--- src/rtl/sccomp_run_ctrl.sv ---
// Run/debug sequencer for the single-cycle core: gates execution per instruction
// (run-to-breakpoint, single step, host halt, global limit) and streams out the register file.
module sccomp_run_ctrl #(
  parameter int unsigned STEP_LIMIT = 1000,
  parameter int unsigned CNT_W      = 16
) (
  input  logic             clk,
  input  logic             rst,
  input  logic             cmd_valid,
  output logic             cmd_ready,
  input  logic [1:0]       cmd_op,
  input  logic [31:0]      cmd_arg,
  input  logic [31:0]      pc,
  output logic             cpu_en,
  output logic [4:0]       reg_sel,
  input  logic [31:0]      reg_data,
  output logic             dump_valid,
  input  logic             dump_ready,
  output logic [4:0]       dump_idx,
  output logic [31:0]      dump_data,
  output logic             halted,
  output logic [1:0]       stop_cause,
  output logic [CNT_W-1:0] step_cnt
);

  typedef enum logic [2:0] {S_IDLE, S_RUN, S_STEP, S_DSEL, S_DOUT} state_t;

  localparam logic [1:0] OP_RUN  = 2'b00;
  localparam logic [1:0] OP_STEP = 2'b01;
  localparam logic [1:0] OP_HALT = 2'b10;
  localparam logic [1:0] OP_DUMP = 2'b11;

  localparam logic [1:0] CAUSE_STEP  = 2'b00;
  localparam logic [1:0] CAUSE_BP    = 2'b01;
  localparam logic [1:0] CAUSE_LIMIT = 2'b10;
  localparam logic [1:0] CAUSE_HOST  = 2'b11;

  localparam logic [CNT_W-1:0] LIMIT   = CNT_W'(STEP_LIMIT);
  localparam logic [CNT_W-1:0] CNT_ONE = {{(CNT_W-1){1'b0}}, 1'b1};
  localparam logic [4:0]       IDX_LAST = 5'd31;

  state_t            state_q, state_d;
  logic [31:0]       bp_q, bp_d;
  logic              first_q, first_d;
  logic [CNT_W-1:0]  cnt_q, cnt_d;
  logic [1:0]        cause_q, cause_d;
  logic [4:0]        idx_q, idx_d;
  logic [4:0]        sel_q, sel_d;
  logic [4:0]        didx_q, didx_d;
  logic [31:0]       ddata_q, ddata_d;

  logic bp_hit, lim_hit, halt_req;

  // Stop conditions are combinational so cpu_en drops in the very cycle they appear.
  assign bp_hit   = (pc == bp_q) && !first_q;
  assign lim_hit  = (cnt_q >= LIMIT);
  assign halt_req = cmd_valid && (cmd_op == OP_HALT);

  always_ff @(posedge clk or posedge rst) begin
    if (rst) begin
      state_q <= S_IDLE;
      bp_q    <= '0;
      first_q <= 1'b0;
      cnt_q   <= '0;
      cause_q <= CAUSE_STEP;
      idx_q   <= '0;
      sel_q   <= '0;
      didx_q  <= '0;
      ddata_q <= '0;
    end else begin
      state_q <= state_d;
      bp_q    <= bp_d;
      first_q <= first_d;
      cnt_q   <= cnt_d;
      cause_q <= cause_d;
      idx_q   <= idx_d;
      sel_q   <= sel_d;
      didx_q  <= didx_d;
      ddata_q <= ddata_d;
    end
  end

  always_comb begin
    state_d = state_q;
    bp_d    = bp_q;
    first_d = 1'b0;
    cause_d = cause_q;
    idx_d   = idx_q;
    sel_d   = sel_q;
    didx_d  = didx_q;
    ddata_d = ddata_q;
    cnt_d   = cpu_en ? (cnt_q + CNT_ONE) : cnt_q;
    unique case (state_q)
      S_IDLE: begin
        if (cmd_valid) begin
          unique case (cmd_op)
            OP_RUN: begin
              bp_d    = cmd_arg;
              first_d = 1'b1;
              state_d = S_RUN;
            end
            OP_STEP: state_d = S_STEP;
            OP_DUMP: begin
              idx_d   = '0;
              state_d = S_DSEL;
            end
            default: ;
          endcase
        end
      end
      S_RUN: begin
        if (bp_hit) begin
          cause_d = CAUSE_BP;
          state_d = S_IDLE;
        end else if (lim_hit) begin
          cause_d = CAUSE_LIMIT;
          state_d = S_IDLE;
        end else if (halt_req) begin
          cause_d = CAUSE_HOST;
          state_d = S_IDLE;
        end
      end
      S_STEP: begin
        cause_d = lim_hit ? CAUSE_LIMIT : CAUSE_STEP;
        state_d = S_IDLE;
      end
      S_DSEL: begin
        sel_d   = idx_q;
        ddata_d = reg_data;
        didx_d  = idx_q;
        state_d = S_DOUT;
      end
      S_DOUT: begin
        if (dump_ready) begin
          if (idx_q == IDX_LAST) begin
            state_d = S_IDLE;
          end else begin
            idx_d   = idx_q + 5'd1;
            state_d = S_DSEL;
          end
        end
      end
      default: state_d = S_IDLE;
    endcase
  end

  always_comb begin
    cmd_ready  = 1'b0;
    cpu_en     = 1'b0;
    dump_valid = 1'b0;
    halted     = 1'b1;
    reg_sel    = sel_q;
    unique case (state_q)
      S_IDLE: cmd_ready = 1'b1;
      S_RUN: begin
        cmd_ready = (cmd_op == OP_HALT);
        cpu_en    = !bp_hit && !lim_hit && !halt_req;
        halted    = 1'b0;
      end
      S_STEP: begin
        cpu_en = !lim_hit;
        halted = 1'b0;
      end
      S_DSEL: reg_sel = idx_q;
      S_DOUT: dump_valid = 1'b1;
      default: ;
    endcase
  end

  assign dump_idx   = didx_q;
  assign dump_data  = ddata_q;
  assign stop_cause = cause_q;
  assign step_cnt   = cnt_q;

endmodule
--- config.mk ---
export PLATFORM = sky130hd
export DESIGN_NAME = sccomp_run_ctrl
export DESIGN_NICKNAME = d
export VERILOG_FILES = /design/src/rtl/sccomp_run_ctrl.sv
export SDC_FILE = /design/constraint.sdc
export NUM_CORES = 1
export LEC_CHECK = 0
export ABC_AREA = 1
export BUFFER_PORTS_ARGS = -buffer_cell sky130_fd_sc_hd__buf_2
export CAP_MARGIN = 20
export CORE_AREA = 2 2 100 174
export CTS_CLUSTER_DIAMETER = 40
export DETAILED_ROUTE_END_ITERATION = 8
export DIE_AREA = 0 0 102 176
export PLACE_DENSITY = 0.48
export SYNTH_ARGS = -nofsm -noshare
export SYNTH_HDL_FRONTEND = slang
export SYNTH_SLANG_ARGS = --single-unit
--- constraint.sdc ---
create_clock -name clk -period 2.5 [get_ports clk]
set_input_delay 0.125 -clock clk [delete_from_list [all_inputs] [get_ports clk]]
set_output_delay 0.125 -clock clk [all_outputs]
set_load 0.02 [all_outputs]
==> results.md, run 1 <==
- Total number of vias: between 4000 and 5000
- Total die area: about 18000 um^2
- Mapped cell area: 4690 um^2
- Number of hold-repair buffers added at the cts stage: 45
- Clock buffer count from CTS: 9
- Worst setup endpoint: cpu_en
- Worst setup SP type: flop
- Die H: around 180 um
- Post-Place Setup Slack: 594 ps
- Crit path max-delay family: simple AND/OR/NAND/NOR gates
- Number of synthesized register bits: between 100 and 150
- Critical Path Sink Type: primary output
- Placeable Area: about 16000 um^2
- Met1 Routed Length: 4890 um
- Antenna violations before repair: 0
- Relative slew slack: ~53%
- Fmax: 0.448 GHz
- Top-area cell type share of the netlist area: 53.9%
- Combinational power share: approximately two fifths
- Worst reg-to-reg path cell count: 9
- Maximum number of pins on one net before global-route repair: around 100
- Slack of the worst reg-to-reg path: ~700 ps
- CTS HTree Levels: 3
- Overall global routing resource usage: 15.0%
- Post-DR wirelength/cell: 12.8 um
- Antenna diode count: 0
- Type of the most critical hold path: in2reg
- Start-to-end type of the worst setup path: reg2out
- Post-CTS setup-driven buffer insertion count: 0
- Switching power share of the total: between 40% and 50%
- Power density over the cells: roughly 1100 nW/um^2
- Area Growth Syn to Fin: 38.9%
- Largest cells by area after synthesis: sky130_fd_sc_hd__dfrtp_1, sky130_fd_sc_hd__nand2_1, sky130_fd_sc_hd__inv_1
- Clock Root Buffer: sky130_fd_sc_hd__clkbuf_16
- Number of cells on the critical path: 4
- Fin. max-slew vios: 0
- Final clock skew: 10.8 ps
- Source of the critical timing path: state_q[0]
- I/O Buffers: 165
- Arrival time of the worst setup path: 2110 ps
- Syn. warnings: 0
- NumNets Final: 913
- Synthesized netlist cell count: 602
- Total Wirelength: 13300 um
- Largest vdd supply drop: 554 uV
- Number of design-rule violations left by the first detailed-router iteration: 129
- Width of the die: ~100 um
- Leakage component of the power: 3.65 nW
- Max stage delay cell, worst path: sky130_fd_sc_hd__nor3_1
- Top routing layer in use: met4
- Cell chain of the critical path: nor3_1, nand3_2, nand2_1, buf_2
- Gr ovfl total: 0
- Number of resized instances in the post-cts repair step: 0
- Sequential share of power: approximately two fifths
- Final worst-path cycle share: 89.3%
- Clk sink count: between 100 and 150
- Antenna violation net count after detailed routing: 0
- Data required time at the worst endpoint: 2380 ps
- Portion of total power attributed to the clock network: 20.4%
- Internal power consumption: ~0.0041 W
- Reg-to-Reg End: bp_q[16]
- Fraction of layout instances using a drive strength above 1: 24.9%
- Critical Path Max Stage Delay: about 460 ps
- Final-layout setup total negative slack: 0 ps
- Met3 layer wire length in the routed design: 415 um
- Slew at the pin with the worst max-slew slack: ~700 ps
- Count of TritonRoute iterations in the first routing pass: 4
- Leading area contributor after synthesis: sky130_fd_sc_hd__dfrtp_1
- Unrepaired setup endpoints after global routing: false
- Rows: 62
- Wire length of the first global-routing pass: 20900 um
- Switching pwr: 0.00287 W
- Synthesized Nets: 708
- Distinct cell type count of the synthesized netlist: 26
- Met2 Wirelength: 7410 um
- Post-detailed-route DRC marker count: 0
- Hold wc startpoint: cmd_arg[13]
- Final worst setup slack: 268 ps
- Max Cap Violations: 0
- Via density per instance: 4.23
- Boundary pin count: 166
- Clock transition at path regs: roughly 70 ps
- Number of global-route vias before repair: 4424
- CTS tree: built
- Mean instance size in the synthesized netlist: 7.79 um^2
- Longest Clk Path Bufs: 2
- Register area share after synthesis: between 50% and 60%
- Final weighted congestion of routability-driven global placement: 0.800
- Effective utilization at floorplan: 28.5%
- HPWL after detailed placement: 9740 um
- Setup-failing EPs final: 0
- Combined buffer and inverter count along the critical path: 1
- Clk Latency, worst-skew pair: approximately 340 ps
- Final hold violation count: 0
- Result of the run: complete, no violations
- Crit-path max FO: 11
- Min cycle time layout: 2230 ps
- Reg-to-reg critical path startpoint: state_q[1]
## power by group through the flow
stage,Clock [W],Sequential [W],Combinational (W)
after floorplan,0,0.00307,0.00154
after global placement,0,0.00270,0.00279
after detailed placement,0,0.00272,0.00284
after CTS,0.00147,0.00269,0.00290
after global routing,0.00155,0.00278,0.00322
final,0.00142,0.00269,0.00285
## final cells by class
class	count	area, um^2
repair buffers	216	1340
inverters	66	251
fillers	1771	9930
clock inverters	5	60.1
well taps	224	280
multi-input cells	413	1820
flip-flops and latches	101	2530
clock buffers	10	239
## cell usage after synthesis
master and n:
sky130_fd_sc_hd__nand2_1 293, sky130_fd_sc_hd__dfrtp_1 101, sky130_fd_sc_hd__inv_1 59, sky130_fd_sc_hd__nor2_1 26, sky130_fd_sc_hd__o21ai_0 24, sky130_fd_sc_hd__nand3_1 18, sky130_fd_sc_hd__buf_2 11, sky130_fd_sc_hd__clkbuf_1 10
sky130_fd_sc_hd__xor2_1 9, sky130_fd_sc_hd__xnor2_1 8, sky130_fd_sc_hd__inv_2 7, sky130_fd_sc_hd__o21ai_1 7, sky130_fd_sc_hd__nor3_1 6, sky130_fd_sc_hd__a21oi_1 5, sky130_fd_sc_hd__ha_1 4, sky130_fd_sc_hd__nand4_1 3
sky130_fd_sc_hd__nor3_2 2, sky130_fd_sc_hd__buf_4 1, sky130_fd_sc_hd__nand2_2 1, sky130_fd_sc_hd__nand3_2 1, sky130_fd_sc_hd__nor2_2 1, sky130_fd_sc_hd__nor3_4 1, sky130_fd_sc_hd__nor4_4 1, sky130_fd_sc_hd__o211ai_1 1
sky130_fd_sc_hd__o22ai_1 1, sky130_fd_sc_hd__or2_2 1
## logic make-up (layout without fill, tap and decap cells)
family | after synthesis | in the layout | synth area share, %
and+or+nand+nor | 354 | 354 | 30.3
DFF | 101 | 101 | 53.9
buffers and inverters | 88 | 297 | 7.42
AOI/OAI and AO/OA | 38 | 38 | 4.13
xor gates and xnor gates | 17 | 17 | 3.17
adders and majority gates | 4 | 4 | 1.07
## flip-flops by register name, summed over array words and instances (netlist names)
name,flops
step_cnt,16
idx_q,5
state_q,3
stop_cause,2
bp_q,32
dump_data,32
dump_idx,5
first_q,1
sel_q,5
## metrics by stage
| stage | util [%] | hold slack [ps] | power [W] | area, um^2 | instances |
|---|---|---|---|---|---|
| after CTS | 39.6 | 0.279 | 0.00707 | 6500 | 1034 |
| after floorplan | - | 242 | 0.00460 | 4690 | 602 |
| final | 39.6 | 5.07 | 0.00695 | 6520 | 1035 |
| after global routing | 39.6 | 1.65 | 0.00754 | 6520 | 1035 |
| after global placement | 35.0 | 325 | 0.00549 | 5760 | 974 |
| after detailed placement | 35.0 | 333 | 0.00556 | 5760 | 974 |
## worst register-to-register path: stages, from the launching register on
cell and delay (ps):
sky130_fd_sc_hd__dfrtp_1 410, sky130_fd_sc_hd__inv_2 90, sky130_fd_sc_hd__nand2_1 80, sky130_fd_sc_hd__nor2_2 180
sky130_fd_sc_hd__inv_2 90, sky130_fd_sc_hd__nor4_4 180, sky130_fd_sc_hd__buf_4 330, sky130_fd_sc_hd__inv_2 200
sky130_fd_sc_hd__nand2_1 100, sky130_fd_sc_hd__nand2_1 50
## layer usage
layer  vias up  global-route usage, %
li1       2228                      -
met2        98                   28.8
met5         -                      0
met3        29                   2.26
met4         0                   7.72
met1      2025                   15.0
## how the worst min path moves through the flow
stage | end | slack (ps) | cells after the start
after floorplan | bp_q[15] | 240 | 2
after global placement | step_cnt[12] | 330 | 3
after detailed placement | dump_data[11] | 330 | 3
after CTS | bp_q[13] | 0.3 | 3
after global routing | bp_q[6] | 2 | 3
final | bp_q[13] | 5 | 3
## cell usage in the layout (no fill, tap or decap), types with 2 or more instances in the layout
cell type,n
sky130_fd_sc_hd__o21ai_1,7
sky130_fd_sc_hd__nor3_1,5
sky130_fd_sc_hd__nor2_1,26
sky130_fd_sc_hd__nand3_1,18
sky130_fd_sc_hd__xnor2_1,8
sky130_fd_sc_hd__dfrtp_1,101
sky130_fd_sc_hd__dlygate4sd3_1,46
sky130_fd_sc_hd__o21ai_0,24
sky130_fd_sc_hd__clkbuf_16,9
sky130_fd_sc_hd__nand2_1,293
sky130_fd_sc_hd__buf_4,4
sky130_fd_sc_hd__xor2_1,9
sky130_fd_sc_hd__a21oi_1,5
sky130_fd_sc_hd__nand4_1,3
sky130_fd_sc_hd__clkinvlp_4,2
sky130_fd_sc_hd__nor3_2,3
sky130_fd_sc_hd__inv_1,58
sky130_fd_sc_hd__buf_2,165
sky130_fd_sc_hd__inv_2,7
sky130_fd_sc_hd__ha_1,4
Power figures use the tool's default switching activity.
==> run 2: changes to the inputs <==
- CORE_AREA: 2 2 100 174 -> 2 2 87 152
- DIE_AREA: 0 0 102 176 -> 0 0 89 154
- PLACE_DENSITY: 0.48 -> 0.61
==> run 2 against run 1 <==
  * Worst setup slack better by 35 ps
  * Clock skew is 5.6 ps lower
  * Register-to-register slack is essentially flat
  * Design area hardly changed
  * First-iteration DRC count is 33% higher
  * Critical path depth is the same
  * Sequential power about the same
  * Worst hold slack better by 2.0 ps
  * Cell count down 4.8%
  * Largest cell class unchanged
==> results.md, run 2 (synthesis results as in run 1) <==
- GR Layer Usage met2: 35.0% (was 28.8%)
- Wire length of the first global-routing pass: 20300 um (was 20900 um)
- Register cell area after layout: 2530 um^2 (unchanged)
- Total Wirelength: 12800 um (was 13300 um)
- Via density per instance: 4.51 (was 4.23)
- Clock Root Buffer: sky130_fd_sc_hd__clkbuf_16 (unchanged)
- Type of the most critical hold path: in2reg (unchanged)
- Post-detailed-route DRC marker count: 0 (unchanged)
- Relative slew slack: 52.0% (was 53.0%)
- Number of resized instances in the post-cts repair step: 0 (unchanged)
- Effective utilization at floorplan: 37.7% (was 28.5%)
- Total die area: 13700 um^2 (was 18000 um^2)
- Total chip power: 0.00704 W (was 0.00695 W)
- Arrival time of the worst setup path: 2070 ps (was 2110 ps)
- Clock buffer count from CTS: 9 (unchanged)
- Multi-input gate area: 1820 um^2 (unchanged)
- Slew at the pin with the worst max-slew slack: 719 ps (was 703 ps)
- Data required time at the worst endpoint: 2380 ps (about the same)
- Gr ovfl total: 0 (unchanged)
- Number of design-rule violations left by the first detailed-router iteration: 171 (was 129)
- Post-DR wirelength/cell: 13.0 um (was 12.8 um)
- Area Growth Syn to Fin: 39.0% (was 38.9%)
- Start-to-end type of the worst setup path: reg2out (unchanged)
- Unrepaired setup endpoints after global routing: false (unchanged)
- Min cycle time layout: 2200 ps (was 2230 ps)
- Met3 Use GR: 3.17% (was 2.26%)
- Final weighted congestion of routability-driven global placement: 0.802 (was 0.800)
- Total number of vias: 4439 (was 4380)
- HPWL after detailed placement: 9100 um (was 9740 um)
- Final clock skew: 5.21 ps (was 10.8 ps)
- Number of global-route vias before repair: 4518 (was 4424)
- Fin. max-slew vios: 0 (unchanged)
- I/O Buffers: 165 (unchanged)
- Largest vdd supply drop: 611 uV (was 554 uV)
- Width of the die: 89 um (was 102 um)
- NumNets Final: 918 (was 913)
- Critical Path Sink Type: primary output (unchanged)
- Die H: 154 um (was 176 um)
- # placed instances: 918 (was 974)
- Number of standard cells in the layout, taps in and fillers out: 985 (was 1035)
- Fraction of layout instances using a drive strength above 1: 24.8% (was 24.9%)
- Antenna violations before repair: 1 (was 0)
- Rows: 54 (was 62)
- Longest Clk Path Bufs: 2 (unchanged)
- Boundary pin count: 166 (unchanged)
- Most used routing layer: met2 (unchanged)
- Final-layout setup total negative slack: 0 ps (unchanged)
- Clk sink count: 101 (unchanged)
- Clock transition at path regs: 70 ps (about the same)
- Result of the run: complete, no violations (unchanged)
- Placeable Area: 12400 um^2 (was 16400 um^2)
- Filler cell count: 1233 (was 1771)
- Overall global routing resource usage: 18.9% (was 15.0%)
- Fmax: 0.455 GHz (was 0.448 GHz)
- Worst setup SP type: flop (unchanged)
- Antenna violation net count after detailed routing: 0 (unchanged)
- Leakage component of the power: 3.69 nW (was 3.65 nW)
- Crit-path max FO: 11 (unchanged)
- Power density over the cells: 1080 nW/um^2 (was 1070 nW/um^2)
- Maximum number of pins on one net before global-route repair: 51 (was 102)
- Count of TritonRoute iterations in the first routing pass: 4 (unchanged)
- Most common library cell in the layout ignoring fill and taps: sky130_fd_sc_hd__nand2_1 (unchanged)
- CTS HTree Levels: 3 (unchanged)
- Final hold violation count: 0 (unchanged)
- Post-CTS setup-driven buffer insertion count: 0 (unchanged)
- Setup-failing EPs final: 0 (unchanged)
- Max Cap Violations: 0 (unchanged)
- Clk Latency, worst-skew pair: 340 ps (about the same)
- Number of hold-repair buffers added at the cts stage: 51 (was 45)
- Highest-count cells in the layout ignoring fill and taps: sky130_fd_sc_hd__nand2_1, sky130_fd_sc_hd__buf_2, sky130_fd_sc_hd__dfrtp_1 (unchanged)
- CTS tree: built (unchanged)
- Met1 Resource Use GR: 20.1% (was 15.0%)
- Final worst-path cycle share: 87.9% (was 89.3%)
==> run 2: cell types whose count changed in the layout (fill, tap and decap cells not counted) <==
cell and delta:
sky130_fd_sc_hd__clkinv_4 -1, sky130_fd_sc_hd__dlygate4sd3_1 +5, sky130_fd_sc_hd__diode_2 +1, sky130_fd_sc_hd__bufinv_16 +1, sky130_fd_sc_hd__inv_6 +1, sky130_fd_sc_hd__clkinvlp_4 -1
==> run 2: layout make-up <==
class,instances,area share (%)
Antenna cell,1,0.0384
Timing Repair Buffer,221,21.3
Tap cell,168,3.22
Clock buffer,10,3.67
Sequential cell,101,38.8
Clock inverter,5,1.27
Inverter,66,3.86
Multi-Input combinational cell,413,27.9
==> run 2: final timing paths <==
check                                  start       endpoint  slack, ps  cells after the start
worst max-delay path              state_q[0]         cpu_en        300                      4
worst min-delay path            reg_data[14]  dump_data[14]          7                      3
worst max register to register      idx_q[0]       idx_q[3]        690                     11
worst min register to register  step_cnt[15]   step_cnt[15]        400                      0
max in group asynchronous                rst        bp_q[4]       1340                      4
min in group asynchronous                rst   dump_data[7]        380                      3
==> run 2: critical path, stage by stage, from the launching register on <==
cell and delay [ps]:
sky130_fd_sc_hd__dfrtp_1 450, sky130_fd_sc_hd__nor3_1 420, sky130_fd_sc_hd__nand3_2 260, sky130_fd_sc_hd__nand2_1 360, sky130_fd_sc_hd__buf_2 240
==> run 2: through the flow <==
stage	hold slack (ps)	setup WS, ps	util, %	cell area (um^2)
finish	7.04	303	52.4	6520
global route	1.60	161	52.4	6520
CTS	0.673	302	52.4	6520
detailed placement	183	674	45.7	5690
global placement	175	703	45.7	5690
floorplan	242	920	-	4690
==> run 2: routing by layer <==
layer	wire length (um)	part of all wire (%)
met1	4800	38
met2	6970	55
met3	544	4.3
met4	451	3.5
met5	0	0
==> run 2: where the power goes <==
group	switching (W)	internal [W]
sequential	0.000394	0.00229
combinational	0.00185	0.000990
clock	0.000605	0.000905
